`config.mk`:
```
export PLATFORM = sky130hd
export DESIGN_NAME = mem_arbiter
export DESIGN_NICKNAME = d
export VERILOG_FILES = /design/src/rtl/mem_arbiter.sv
export SDC_FILE = /design/constraint.sdc
export NUM_CORES = 1
export LEC_CHECK = 0
export ABC_AREA = 1
export ABC_CLOCK_PERIOD_IN_PS = 7600
export BUFFER_PORTS_ARGS = -buffer_cell sky130_fd_sc_hd__buf_2
export CORE_MARGIN = 5
export CORE_UTILIZATION = 55
export CTS_BUF_LIST = sky130_fd_sc_hd__clkbuf_8 sky130_fd_sc_hd__clkbuf_16
export CTS_CLUSTER_DIAMETER = 30
export DETAILED_ROUTE_END_ITERATION = 10
export GPL_TIMING_DRIVEN = 1
export PLACE_DENSITY = 0.79
export SLEW_MARGIN = 20
export SYNTH_ARGS = -nofsm -noshare
export SYNTH_HDL_FRONTEND = slang
export SYNTH_SLANG_ARGS = --single-unit
```
`constraint.sdc`:
```
create_clock -name clk_in -period 7.6 [get_ports clk_in]
set_clock_uncertainty 0.05 [all_clocks]
set_input_delay 1.14 -clock clk_in [delete_from_list [all_inputs] [get_ports clk_in]]
set_output_delay 1.14 -clock clk_in [all_outputs]
set_load 0.005 [all_outputs]
```
`src/rtl/mem_arbiter.sv`:
```
// mem_arbiter
//   Shares the single byte-wide RAM port between ROB stores, the load buffer
//   and instruction fetch. Fixed priority STORE > LOAD > FETCH, granted only
//   from IDLE. Each access is a byte-serial little-endian burst of 1, 2 or 4
//   bytes, finished by a one-cycle done pulse to the owner. A ROB flush
//   aborts an in-flight read; committed stores always complete.
//
// Ports
//   clk_in, rst_in (async, active-high), rdy_in (global enable / freeze)
//   rob_rst_in              : misprediction flush
//   rob_en/addr/width/data  : store request        -> rob_done_out
//   lb_en/addr/width        : load request         -> lb_done_out, lb_data_out
//   if_en/addr              : 4-byte fetch request -> if_done_out, if_data_out
//   mem_din/mem_dout/mem_a/mem_wr : RAM port (read data valid the cycle
//                                   after the address)
//   io_buffer_full          : UART full, stalls stores to addr[17:16]==2'b11
module mem_arbiter #(
    parameter int ADDR_WIDTH = 32
) (
    input  logic                  clk_in,
    input  logic                  rst_in,
    input  logic                  rdy_in,
    input  logic                  rob_rst_in,
    input  logic                  rob_en_in,
    input  logic [ADDR_WIDTH-1:0] rob_addr_in,
    input  logic [2:0]            rob_width_in,
    input  logic [31:0]           rob_data_in,
    output logic                  rob_done_out,
    input  logic                  lb_en_in,
    input  logic [ADDR_WIDTH-1:0] lb_addr_in,
    input  logic [2:0]            lb_width_in,
    output logic                  lb_done_out,
    output logic [31:0]           lb_data_out,
    input  logic                  if_en_in,
    input  logic [ADDR_WIDTH-1:0] if_addr_in,
    output logic                  if_done_out,
    output logic [31:0]           if_data_out,
    input  logic [7:0]            mem_din,
    output logic [7:0]            mem_dout,
    output logic [ADDR_WIDTH-1:0] mem_a,
    output logic                  mem_wr,
    input  logic                  io_buffer_full
);

    typedef enum logic [1:0] {IDLE, READ, WRITE} state_t;
    typedef enum logic [1:0] {STORE, LOAD, FETCH} owner_t;

    function automatic logic [2:0] width_bytes(input logic [2:0] w);
        case (w)
            3'b001:  return 3'd1;
            3'b010:  return 3'd2;
            default: return 3'd4;
        endcase
    endfunction

    state_t                state_q, state_d;
    owner_t                owner_q, owner_d;
    logic [ADDR_WIDTH-1:0] addr_q, addr_d;
    logic [31:0]           data_q, data_d;
    logic [31:0]           buf_q, buf_d;
    logic [2:0]            nbytes_q, nbytes_d;
    logic [1:0]            cnt_q, cnt_d;
    logic [ADDR_WIDTH-1:0] mem_a_d;
    logic [7:0]            mem_dout_d;
    logic                  mem_wr_d;
    logic                  rob_done_d, lb_done_d, if_done_d;
    logic [31:0]           lb_data_d, if_data_d;

    logic                  last_byte;
    logic [1:0]            cnt_inc;
    logic [ADDR_WIDTH-1:0] next_addr;
    logic                  store_stall;
    logic [31:0]           rd_word;

    // cnt is the index of the byte currently on the bus.
    assign last_byte   = ({1'b0, cnt_q} == (nbytes_q - 3'd1));
    assign cnt_inc     = cnt_q + 2'd1;
    assign next_addr   = addr_q + ADDR_WIDTH'(cnt_inc);
    assign store_stall = (rob_addr_in[17:16] == 2'b11) && io_buffer_full;

    always_comb begin
        // NOTE: every variable gets a default before the case so no path
        // leaves one unassigned, which would infer a latch.
        state_d    = state_q;
        owner_d    = owner_q;
        addr_d     = addr_q;
        data_d     = data_q;
        buf_d      = buf_q;
        nbytes_d   = nbytes_q;
        cnt_d      = cnt_q;
        mem_a_d    = mem_a;
        mem_dout_d = mem_dout;
        mem_wr_d   = mem_wr;
        rob_done_d = 1'b0;
        lb_done_d  = 1'b0;
        if_done_d  = 1'b0;
        lb_data_d  = lb_data_out;
        if_data_d  = if_data_out;

        // Buffer with the byte arriving this cycle merged in.
        rd_word = buf_q;
        rd_word[{cnt_q, 3'b000} +: 8] = mem_din;

        case (state_q)
            IDLE: begin
                mem_a_d  = '0;
                mem_wr_d = 1'b0;
                cnt_d    = 2'd0;
                if (rob_en_in) begin
                    // A stalled IO store blocks everything below it.
                    if (!store_stall) begin
                        state_d    = WRITE;
                        owner_d    = STORE;
                        addr_d     = rob_addr_in;
                        data_d     = rob_data_in;
                        nbytes_d   = width_bytes(rob_width_in);
                        mem_a_d    = rob_addr_in;
                        mem_dout_d = rob_data_in[7:0];
                        mem_wr_d   = 1'b1;
                    end
                end else if (!rob_rst_in && lb_en_in) begin
                    state_d  = READ;
                    owner_d  = LOAD;
                    addr_d   = lb_addr_in;
                    nbytes_d = width_bytes(lb_width_in);
                    buf_d    = '0;
                    mem_a_d  = lb_addr_in;
                end else if (!rob_rst_in && if_en_in) begin
                    state_d  = READ;
                    owner_d  = FETCH;
                    addr_d   = if_addr_in;
                    nbytes_d = 3'd4;
                    buf_d    = '0;
                    mem_a_d  = if_addr_in;
                end
            end

            WRITE: begin
                // Stores are committed, so a flush does not stop them.
                if (last_byte) begin
                    state_d    = IDLE;
                    mem_wr_d   = 1'b0;
                    mem_a_d    = '0;
                    rob_done_d = 1'b1;
                end else begin
                    cnt_d      = cnt_inc;
                    mem_a_d    = next_addr;
                    mem_dout_d = data_q[{cnt_inc, 3'b000} +: 8];
                end
            end

            READ: begin
                if (rob_rst_in) begin
                    state_d = IDLE;
                    mem_a_d = '0;
                end else begin
                    buf_d = rd_word;
                    if (last_byte) begin
                        state_d = IDLE;
                        mem_a_d = '0;
                        if (owner_q == LOAD) begin
                            lb_done_d = 1'b1;
                            lb_data_d = rd_word;
                        end else begin
                            if_done_d = 1'b1;
                            if_data_d = rd_word;
                        end
                    end else begin
                        cnt_d   = cnt_inc;
                        mem_a_d = next_addr;
                    end
                end
            end

            default: state_d = IDLE;
        endcase
    end

    // NOTE: sequential state uses non-blocking assignments so every register
    // samples the pre-edge values, independent of statement order.
    always_ff @(posedge clk_in or posedge rst_in) begin
        if (rst_in) begin
            state_q      <= IDLE;
            owner_q      <= STORE;
            addr_q       <= '0;
            data_q       <= '0;
            buf_q        <= '0;
            nbytes_q     <= 3'd0;
            cnt_q        <= 2'd0;
            mem_a        <= '0;
            mem_dout     <= '0;
            mem_wr       <= 1'b0;
            rob_done_out <= 1'b0;
            lb_done_out  <= 1'b0;
            if_done_out  <= 1'b0;
            lb_data_out  <= '0;
            if_data_out  <= '0;
        end else if (rdy_in) begin
            state_q      <= state_d;
            owner_q      <= owner_d;
            addr_q       <= addr_d;
            data_q       <= data_d;
            buf_q        <= buf_d;
            nbytes_q     <= nbytes_d;
            cnt_q        <= cnt_d;
            mem_a        <= mem_a_d;
            mem_dout     <= mem_dout_d;
            mem_wr       <= mem_wr_d;
            rob_done_out <= rob_done_d;
            lb_done_out  <= lb_done_d;
            if_done_out  <= if_done_d;
            lb_data_out  <= lb_data_d;
            if_data_out  <= if_data_d;
        end
    end

endmodule

```
==> impl_results.md <==
- Initial antenna violation count: 1
- Worst Path Arrival: 4.52 ns
- Gate Count Post-Synth: 1555
- CP delay by family, top: adder cells
- First-pass GRT wire length: 58600 um
- CTS Sinks: 213
- Initial Util: 55.4%
- Setup TNS: 0 ns
- Syn. warnings: 0
- Pwr Total: 5.40 mW
- CP Cell Sequence: inv_2, ha_1, inv_1, fa_1, nor2_2, nand3_1, nor2_1, nand2_1, a21oi_1, nand2_1, a21oi_1
- Initial DRC Count: 1197
- DRT met1 WL: 15400 um
- Post-synth top cells: nand2_1 (497), dfrtp_1 (213), nor2_1 (155), o21ai_0 (142), inv_1 (137)
- Worst path max stage delay: 0.89 ns
- Nature of the critical path startpoint: flip-flop
- Worst Reg-to-Reg Cells: 11
- Hold_sp: lb_data_out[15]$_DFFE_PP0P_
- Syn Area/Cell: 7.42 sq um
- FF-to-FF End: mem_a[30]$_DFFE_PP0P_
- Register bit total from synthesis: 213
- Placed Instances: 2015
- Number of H-tree levels: 2
- Clock share of power: 34.5%
- Avg WL per Cell: 17.2 um
- Ys flop type: dfrtp_1
- Worst-Margin Slew: 1.08 ns
- Final setup viols: 0
- ANT cells: 0
- Top-count cell post-synth: nand2_1
- RePlAce Congestion: 0.927
- Worst Path Buf+Inv: 2
- Final HPWL DP: 24600 um
- Share of layout cells above drive strength 1: 21.3%
- Via count: 11700
- Drt drc: 0
- Largest net degree at the start of global routing: 140
- Max Clk Rate: 243 MHz
- Fin crit period: 4.12 ns
- GRT Residual Overflow: 0
- Crit-path max FO: 31
- Slowest-stage cell, CP: ha_1
- Met2 WL: 16200 um
- Maxcap violations: 0
- P_leak: 7.50 nW
- Core Box Area: 20800 sq um
- Setup crit end kind: flip-flop
- Synth top area share: 46.2%
- Sequential area share after synthesis: 46.2%
- # rows: 53
- Routed vias/inst: 5.60
- Final Max Slew Viols: 0
- Hold_buf cts: 0
- Synth-to-Final Area Change: 23.8%
- Max VDD drop: 0.168 mV
- Nets: 1947
- Total CTS buffers: 42
- Clock latency on the worst-skew pair: 0.53 ns
- Vias in the first global route: 11500
- Finished Layout Cells: 2091
- Hold path endpoint: lb_data_out[15]$_DFFE_PP0P_
- Post-CTS sizing: 0
- Internal: 3.37 mW
- Ys async rst share: 100%
- Total Routing Usage GR: 29.8%
- Final core utilization: 68.6%
- Die Y: 155 um
- Postcts setup bufs: 0
- Post-synth top area cell: dfrtp_1
- Worst EP required: 8.00 ns
- Reg power frac: 33.5%
- Dominant cells by area after synthesis: dfrtp_1 (46%), nand2_1 (16%), o21ai_0 (6.2%)
- Pwr Density: 378 nW/um^2
- Relative slew slack: 28.0%
- Logic pwr share: 32.0%
- Max Buffers Root-to-Sink: 3
- Status: finished, final reports clean
- Switching power: 2.04 mW
- Sw Ratio: 37.7%
- Syn nets: 1718
- Cell area after synthesis: 11500 sq um
- Critical R2R Launch: cnt_q[0]$_DFFE_PP0P_
- Hold Crit Depth: 2
- Clock-pin slew on the worst setup and hold paths: 0.05 ns
- Flop2flop setup slack: 3.48 ns
- DIE AREA: 24000 sq um
- CTS tree: built
- Chip width: 155 um
- Met3 wire len: 3360 um
- Pre-antenna DRT Iters: 6
- I/O Pins: 258
- Number of flops mapped to enable cells by yosys: 0
- Buffers on Ports: 257
- Root buffer cell: clkbuf_16
- Part of the cycle the worst path needs: 54.2%
- Post-synthesis cell type count: 48
- Final ANT Viol Nets: 0
- RSZ-0062 raised after global routing: false
- Worst min path class: flip-flop to flip-flop
- Routed WL: 36000 um
- Crit path kind: flip-flop to flip-flop
- Endpoints failing hold: 0
- Uppermost routed layer: met5
## registers in the layout, indices dropped and copies added (netlist names)
signal,flops
mem_a,32
data_q,32
if_data_out,32
lb_data_out,32
rob_done_out,1
state_q,2
buf_q,32
mem_dout,8
if_done_out,1
lb_done_out,1
addr_q,32
mem_wr,1
nbytes_q,3
cnt_q,2
owner_q,2
## layer usage
layer	global-route usage [%]	vias up
met1	41.6	5515
met5	0	-
met4	10.9	2
met3	7.20	86
li1	-	5511
met2	45.6	593
## stage by stage
stage,area (sq um),hold WS [ns],setup WS [ns]
2_1_floorplan,11500,0.398,0.587
3_3_place_gp,12800,0.409,3.58
3_5_place_dp,12800,0.411,3.48
4_1_cts,14300,0.426,3.57
5_1_grt,14300,0.442,3.12
6_report,14300,0.423,3.48
## worst max-delay path by stage
stage,from,end,slack (ns),cells after the start
finish,cnt_q[0]$_DFFE_PP0P_,mem_a[30]$_DFFE_PP0P_,3.48,11
global route,cnt_q[0]$_DFFE_PP0P_,mem_a[14]$_DFFE_PP0P_,3.12,11
CTS,cnt_q[0]$_DFFE_PP0P_,mem_a[30]$_DFFE_PP0P_,3.57,11
detailed placement,rob_en_in,addr_q[13]$_DFFE_PP0P_,3.48,8
global placement,rob_en_in,addr_q[3]$_DFFE_PP0P_,3.58,8
floorplan,rst_in,addr_q[0]$_DFFE_PP0P_,0.59,1
## cell usage in the layout, fill, tap and decap left out, types with 7 or more instances in the layout
| cell | synthesis | final |
|---|---|---|
| nand2_1 | 497 | 497 |
| buf_2 | 32 | 257 |
| dfrtp_1 | 213 | 213 |
| nor2_1 | 155 | 155 |
| o21ai_0 | 142 | 142 |
| inv_1 | 137 | 140 |
| nand3_1 | 75 | 75 |
| a21oi_1 | 71 | 71 |
| clkbuf_16 | 0 | 42 |
| o22ai_1 | 37 | 37 |
| a31oi_1 | 33 | 33 |
| mux2_2 | 16 | 16 |
| a22oi_1 | 14 | 14 |
| ha_1 | 12 | 12 |
| inv_2 | 10 | 11 |
| nand4_1 | 11 | 11 |
| buf_4 | 10 | 8 |
| clkinvlp_4 | 0 | 7 |
## worst reg2reg max path, stage by stage (launching register included)
cell and delay (ns):
dfrtp_1 0.79, inv_2 0.41, ha_1 0.89, inv_1 0.26, fa_1 0.53, nor2_2 0.28, nand3_1 0.21, nor2_1 0.19
nand2_1 0.09, a21oi_1 0.15, nand2_1 0.08, a21oi_1 0.11
## power groups by stage
stage	combinational [mW]	clock [mW]	sequential, mW
finish	1.73	1.86	1.81
global route	1.95	1.93	1.85
CTS	1.72	1.87	1.80
detailed placement	1.70	0	1.81
global placement	1.66	0	1.81
floorplan	1.18	0	1.73
## final cells by class
cell class	count	area, sq um
Tap cell	275	344
Sequential cell	213	5330
Timing Repair Buffer	265	1350
Fill cell	1739	6540
Clock buffer	48	1130
Clock inverter	28	307
Inverter	147	559
Multi-Input combinational cell	1115	5270
## logic make-up after synthesis
group / after synthesis / synth area share [%]
AOI/OAI and AO/OA: 310 / 14.8
buffers and inverters: 227 / 8.20
xor gates and xnor gates: 7 / 0.531
adders and majority gates: 13 / 1.47
and+or+nand+nor: 769 / 27.2
muxes: 16 / 1.56
DFF: 213 / 46.2
Note: power is estimated with default switching activity, not from simulation.
